`config.mk`:
```
export PLATFORM = sky130hd
export DESIGN_NAME = serial_add_ctrl
export DESIGN_NICKNAME = d
export VERILOG_FILES = /design/src/rtl/serial_arith_pkg.sv /design/src/rtl/full_adder.sv /design/src/rtl/serial_add_ctrl.sv
export SDC_FILE = /design/constraint.sdc
export NUM_CORES = 1
export LEC_CHECK = 0
export BUFFER_PORTS_ARGS = -buffer_cell sky130_fd_sc_hd__buf_2
export CORE_MARGIN = 3
export CORE_UTILIZATION = 40
export CTS_CLUSTER_DIAMETER = 100
export CTS_CLUSTER_SIZE = 25
export DETAILED_ROUTE_END_ITERATION = 6
export GPL_TIMING_DRIVEN = 0
export HOLD_SLACK_MARGIN = 0.12
export PLACE_DENSITY = 0.65
export SLEW_MARGIN = 10
export SYNTH_ARGS = -nofsm -noshare
export SYNTH_HDL_FRONTEND = slang
export SYNTH_SLANG_ARGS = --single-unit
```
`constraint.sdc`:
```
create_clock -name clk_in -period 3.3 [get_ports clk_in]
set_input_delay 0.165 -clock clk_in [delete_from_list [all_inputs] [get_ports clk_in]]
set_output_delay 0.165 -clock clk_in [all_outputs]
set_load 0.01 [all_outputs]
```
`src/rtl/serial_arith_pkg.sv`:
```
// Shared definitions for the bit-serial arithmetic units.
// Holds the controller state encoding and small sizing helpers.
package serial_arith_pkg;

    typedef enum logic [1:0] {
        S_IDLE     = 2'b00,
        S_RUN      = 2'b01,
        S_DONE     = 2'b10,
        S_RESERVED = 2'b11
    } state_t;

    // Step counter width: ceil(log2(width)), but never narrower than one bit.
    function automatic int cnt_width(input int width);
        int w;
        w = 1;
        while ((32'(1) << w) < width) begin
            w = w + 1;
        end
        return w;
    endfunction

endpackage

```
`src/rtl/full_adder.sv`:
```
// One-bit full adder cell: sum and carry-out of three input bits.
module full_adder (
    input  logic a_in,
    input  logic b_in,
    input  logic c_in,
    output logic s_out,
    output logic ca_out
);

    assign s_out  = a_in ^ b_in ^ c_in;
    assign ca_out = (a_in & b_in) | (c_in & (a_in ^ b_in));

endmodule

```
`src/rtl/serial_add_ctrl.sv`:
```
// Bit-serial adder: one full_adder evaluated LSB first, one bit per clock,
// with a start/busy/done handshake and registered result outputs.
module serial_add_ctrl
    import serial_arith_pkg::*;
#(
    parameter int WIDTH = 8
) (
    input  logic             clk_in,
    input  logic             rst_n_in,
    input  logic             start_in,
    input  logic [WIDTH-1:0] a_in,
    input  logic [WIDTH-1:0] b_in,
    input  logic             c_in,
    output logic             busy_out,
    output logic             done_out,
    output logic [WIDTH-1:0] sum_out,
    output logic             ca_out
);

    localparam int              CNT_W    = cnt_width(WIDTH);
    localparam logic [CNT_W-1:0] CNT_LAST = CNT_W'(WIDTH - 1);

    state_t           state_r;
    logic [WIDTH-1:0] a_sr_r;
    logic [WIDTH-1:0] b_sr_r;
    logic [WIDTH-1:0] res_sr_r;
    logic             cy_r;
    logic [CNT_W-1:0] cnt_r;
    logic             busy_r;
    logic             done_r;
    logic [WIDTH-1:0] sum_r;
    logic             ca_r;

    logic             fa_s_s;
    logic             fa_ca_s;
    logic [WIDTH-1:0] res_next_s;

    full_adder u_fa (
        .a_in   (a_sr_r[0]),
        .b_in   (b_sr_r[0]),
        .c_in   (cy_r),
        .s_out  (fa_s_s),
        .ca_out (fa_ca_s)
    );

    // New sum bit enters at the MSB; the shift form also covers WIDTH == 1.
    assign res_next_s = WIDTH'({fa_s_s, res_sr_r} >> 1);

    // Controller FSM with the datapath shift registers and registered outputs.
    always_ff @(posedge clk_in) begin
        if (!rst_n_in) begin
            state_r  <= S_IDLE;
            a_sr_r   <= '0;
            b_sr_r   <= '0;
            res_sr_r <= '0;
            cy_r     <= 1'b0;
            cnt_r    <= '0;
            busy_r   <= 1'b0;
            done_r   <= 1'b0;
            sum_r    <= '0;
            ca_r     <= 1'b0;
        end else begin
            case (state_r)
                S_IDLE: begin
                    done_r <= 1'b0;
                    if (start_in) begin
                        a_sr_r  <= a_in;
                        b_sr_r  <= b_in;
                        cy_r    <= c_in;
                        cnt_r   <= '0;
                        busy_r  <= 1'b1;
                        state_r <= S_RUN;
                    end else begin
                        busy_r  <= 1'b0;
                        state_r <= S_IDLE;
                    end
                end
                S_RUN: begin
                    res_sr_r <= res_next_s;
                    cy_r     <= fa_ca_s;
                    a_sr_r   <= a_sr_r >> 1;
                    b_sr_r   <= b_sr_r >> 1;
                    cnt_r    <= cnt_r + CNT_W'(1);
                    busy_r   <= 1'b1;
                    if (cnt_r == CNT_LAST) begin
                        sum_r   <= res_next_s;
                        ca_r    <= fa_ca_s;
                        done_r  <= 1'b1;
                        state_r <= S_DONE;
                    end else begin
                        done_r  <= 1'b0;
                        state_r <= S_RUN;
                    end
                end
                S_DONE: begin
                    done_r  <= 1'b0;
                    busy_r  <= 1'b0;
                    state_r <= S_IDLE;
                end
                default: begin
                    // Unreachable encoding: fall back to a clean idle.
                    done_r  <= 1'b0;
                    busy_r  <= 1'b0;
                    state_r <= S_IDLE;
                end
            endcase
        end
    end

    assign busy_out = busy_r;
    assign done_out = done_r;
    assign sum_out  = sum_r;
    assign ca_out   = ca_r;

endmodule

```
# Word-level counts from Yosys, hierarchy flattened
# Cells that the tools add are included.
# totals
register_bits	41
latch_bits	0
ram_bits	0
rom_bits	0
in_bits	20
output_inout_bits	11
wordCells	38
memories	0
# op_classes
addsub	1
mul	0
n_div	0
order_cmp	0
eq_ne	3
n_shift	0
mux	14
bitwise_logic	5
n_reduce_logical	5
# op_table
operator	count
8-bit case mux with 2 select lines	2
8-bit 2-to-1 mux	2
3-bit case mux with 2 select lines	1
2-bit AND reduction	3
1-bit 2-to-1 mux	4
1-bit case mux with 2 select lines	2
2-bit case mux with 2 select lines	1
3-bit by 1-bit adder with 3-bit output, second input constant	1
3-bit equality test, second input constant	1
3-bit 2-to-1 mux	1
1-bit AND	2
2-bit by 1-bit equality test with 1-bit output, second input constant	1
2-bit logical NOT	1
2-bit 2-to-1 mux	1
2-bit != test, second input constant	1
2-bit nonzero test	1
1-bit XOR	2
1-bit bitwise OR	1

# Longest topological paths before layout
# logic_depth
ltp_word	4
depth_mapped	6
ltp_nobuf	5

# Modules after synthesis
# From an unflattened synthesis, not the netlist that was laid out.
# unflattened
cells_unflattened	181
hier_area_um2	1657.8
# by_module_without_submodules
module	instances	cells_each	area_each_um2	seq_area_each_um2
serial_add_ctrl	1	180	1637.8	800.8
full_adder	1	1	20.0	0.0

# Worst setup path before layout
# OpenSTA, ideal clock, no wires.
# synth_timing
path_type	register to register
from	register cnt_r[0]
to	register done_r, in the netlist done_out
setup_time_ns	0.115
arrival_time_ns	1.149
t_required_ns	3.185
path_slack_ns	2.036
path_stages_with_launch	6
path_buffers	1
period_less_slack_ns	1.264
cell_sequence	dfxtp_1 -> ha_1 -> ha_1 -> and3b_1 -> buf_2 -> and2_1
# synth_between
elab_chain_len	2
# synth_lines
item	line	text
from (decl)	serial_add_ctrl.sv:28	logic [CNT_W-1:0] cnt_r;
from (signal assigned)	serial_add_ctrl.sv:83	cnt_r <= cnt_r + CNT_W'(1);
3-bit equality test	serial_add_ctrl.sv:85	if (cnt_r == CNT_LAST) begin
1-bit 2-to-1 mux	serial_add_ctrl.sv:85	
to (signal assigned)	serial_add_ctrl.sv:88	done_r <= 1'b1;
to (signal assigned)	serial_add_ctrl.sv:91	done_r <= 1'b0;
to (signal assigned)	serial_add_ctrl.sv:96	done_r <= 1'b0;
to (decl)	serial_add_ctrl.sv:30	logic done_r;
# No other way between the ends.
# A chain may end at the register's enable or synchronous reset.

# Final worst setup path
# layout_timing
from	register cnt_r[0]
to	register sum_r[3], in the netlist sum_out[3]
# layout_between
elab_chain_len	2
# layout_lines
item	line	text
3-bit equality test	serial_add_ctrl.sv:85	
2-bit AND reduction (no source line)	n/a	
to (signal assigned)	serial_add_ctrl.sv:86	sum_r <= res_next_s;
to (decl)	serial_add_ctrl.sv:31	logic [WIDTH-1:0] sum_r;
# No other way between the ends.

==> results_dict.tcl <==
set metrics [dict create \
    outcome "complete, no violations" \
    crit_chain "ha_1 -> ha_1 -> nand3b_1 -> nand3_1 -> nand2_1" \
    insertion_delay_ns 0.30 \
    cts_buffer_depth 2 \
    antenna_found_initial 0 \
    synthMostInstantiatedCell "dfxtp_1" \
    p_per_area_nw_per_um2 513.9 \
    setup_ws_ns 1.961 \
    avgSynthCellArea_um2 9.162 \
    drive_gt1_frac 0.2081 \
    dpl_cell_area_um2 1854 \
    vias 1372 \
    chipWidth_um 70.21 \
    r2r_start "cnt_r[0]$_SDFFE_PN0P_" \
    max_freq_mhz 746.5 \
    finalInstanceArea_um2 2016 \
    criticalPathCategory "flip-flop to flip-flop" \
    setup_viol 0 \
    grt_usage 0.1450 \
    r2r_cells 5 \
    rsz0062_at_grt "no" \
    viasPerCell 5.100 \
    ys_seq_elements 40 \
    syn_nets 203 \
    synthTopCellsByArea "dfxtp_1, mux2i_1, o211ai_1, nand2_1, nand3_1" \
    fin_skew_ns 0.009143 \
    die_h_um 70.21 \
    slew_headroom 0.6893 \
    drv_slew 0 \
    start_kind "flip-flop" \
    core_region_area_um2 3826 \
    fin_hold_ws_ns 0.1278 \
    postLayoutCoreUtil 0.5268 \
    cp.required_ns 3.49 \
    dieArea_um2 4929 \
    drt_wl_total_um 3291 \
    port_buffers 29 \
    fin_crit_sh 0.4059 \
    synth_area_leader_cell "dfxtp_1" \
    power_mw 1.036 \
    grt_max_degree 14 \
    dpl_worst_slack_ns 1.954 \
    timing.reg2reg.setup_slack_ns 1.96 \
    hold-path-endpoint "a_sr_r[2]$_SDFFE_PN0P_" \
    fp-row-count 22 \
    syn_area_um2 1649 \
    num_io_pins 31 \
    initial_core_util 0.4310 \
    cts_tree "yes" \
    cp-end-kind "flip-flop" \
    hold-path-cell-count 3 \
    hpwlAfterDp_um 2287 \
    synth_commonest_cells "dfxtp_1, nand2_1, nand3_1" \
    ir_worst_vdd_uv 323.3 \
    hold_violations 0 \
    first_global_vias 1254 \
    synthFlopType "dfxtp_1" \
    fin_cells 269 \
    crit_arrival_ns 1.53 \
    drtIter0Drc 40 \
    finalNetCount 243 \
    root_buffer "clkbuf_8" \
    place_congestion 0.6942 \
    yosysSeqAreaShare 0.4856 \
    synth_top_area_frac 0.4856 \
    fin_crit_ns 1.340 \
    antennaDiodeCount 0 \
    drt-pass1-iter-count 4 \
    cap_violations 0 \
    crit_top_cell "ha_1" \
    cp_slowest_cell "dfxtp_1" \
    async_flop_share 0 \
    synth_edf_count 0 \
    path_clk_slew_ns 0.08 \
    grt-ovfl-total 0 \
    r2r-end "sum_out[3]$_SDFFE_PN0P_" \
    cts.sinks 40 \
    synth_cells 180 \
    dp_cells 257 \
    syn_to_final_growth_pct 22.23 \
    yosysWarningCount 0 \
    synth_cell_types 26 \
    p_leak_nw 0.8551 \
    ant_nets 0 \
    slowest_delay_ns 0.35 \
    critical_path.max_fanout 9 \
    cts_buffers 5 \
    tns_ns 0 \
    drc 0 \
    hold_class "input port to flip-flop" \
    min_from "a_in[2]" \
    h-tree-depth 2 \
    wl_per_cell_um 12.23 \
    worst_pin_slew_ns 0.4661 \
    grt_pass1_wl_um 5685 \
]
[kinds of logic (layout without fill, tap and decap cells)]
logic type	count (synthesis)	count (layout)	synth area share
flip-flops	40	40	0.4856
buffers and inverters	16	57	0.05083
AO/OA/AOI/OAI	44	44	0.1684
AND/OR/NAND/NOR	62	62	0.1768
multiplexers	15	15	0.09104
adder cells (fa/ha/maj)	3	3	0.02731
[worst max-delay path by stage]
stage,from,to,slack [ns],depth (start not counted)
4_1_cts,cnt_r[0]$_SDFFE_PN0P_,sum_out[3]$_SDFFE_PN0P_,1.95,6
2_1_floorplan,cnt_r[0]$_SDFFE_PN0P_,done_out$_SDFF_PN0_,2.04,5
5_1_grt,cnt_r[0]$_SDFFE_PN0P_,sum_out[7]$_SDFFE_PN0P_,1.83,5
3_3_place_gp,cnt_r[0]$_SDFFE_PN0P_,done_out$_SDFF_PN0_,1.96,5
3_5_place_dp,cnt_r[0]$_SDFFE_PN0P_,sum_out[7]$_SDFFE_PN0P_,1.95,6
6_report,cnt_r[0]$_SDFFE_PN0P_,sum_out[3]$_SDFFE_PN0P_,1.96,5
[worst max-delay path, delay by kind of cell, from the launching register on]
kind / cells / cell delay [ns]
adders and majority gates: 2 / 0.33
DFF: 1 / 0.35
and+or+nand+nor: 3 / 0.56
[power by group]
group,total (mW),switching (mW),internal (mW)
combinational,0.0980,0.0525,0.0454
sequential,0.516,0.0123,0.504
clock,0.422,0.175,0.247
total,1.04,0.240,0.796
[routing by layer]
layer / track usage / part of all wire / up-vias
met2: 0.2025 / 0.42 / 29
met3: 0.05468 / 0.063 / 6
met4: 0.05745 / 0.018 / 0
met1: 0.2000 / 0.50 / 625
met5: 0 / 0 / -
li1: - / - / 712
[flip-flops by register name (all words and copies together), names as in the netlist]
register	cells
sum_out	8
res_sr_r	7
state_r	2
busy_out	1
done_out	1
cy_r	1
cnt_r	3
a_sr_r	8
b_sr_r	8
ca_out	1
[what timing repair did]
action / 4_1_cts / 5_1_grt
setup buffers: 0 / 0
endpoints found under the setup margin: 0 / 0
resized for setup: 0 / 0
endpoints found under the hold margin: 4 / 0
hold buffers: 4 / 0
[cell type report]
type | instances | area [um2]
buffer | 15 | 80.08
inverter | 1 | 3.754
clock inverter | 2 | 38.79
multi-input combinational | 124 | 764.5
clock buffer | 6 | 82.58
tap | 48 | 60.06
fill | 396 | 1810
sequential | 40 | 800.8
timing repair buffer | 33 | 185.2
[cell usage in the layout, fill, tap and decap left out, types with 4 or more instances in the layout]
| cell type | count |
|---|---|
| a21boi_0 | 7 |
| mux2i_1 | 15 |
| dfxtp_1 | 40 |
| nand3_1 | 20 |
| clkbuf_1 | 8 |
| o21ai_1 | 9 |
| buf_2 | 33 |
| o21ai_0 | 9 |
| nand2_1 | 29 |
| o211ai_1 | 15 |
| dlygate4sd3_1 | 4 |
| clkbuf_8 | 6 |
| nand2b_1 | 4 |
Power figures use the tool's default switching activity.
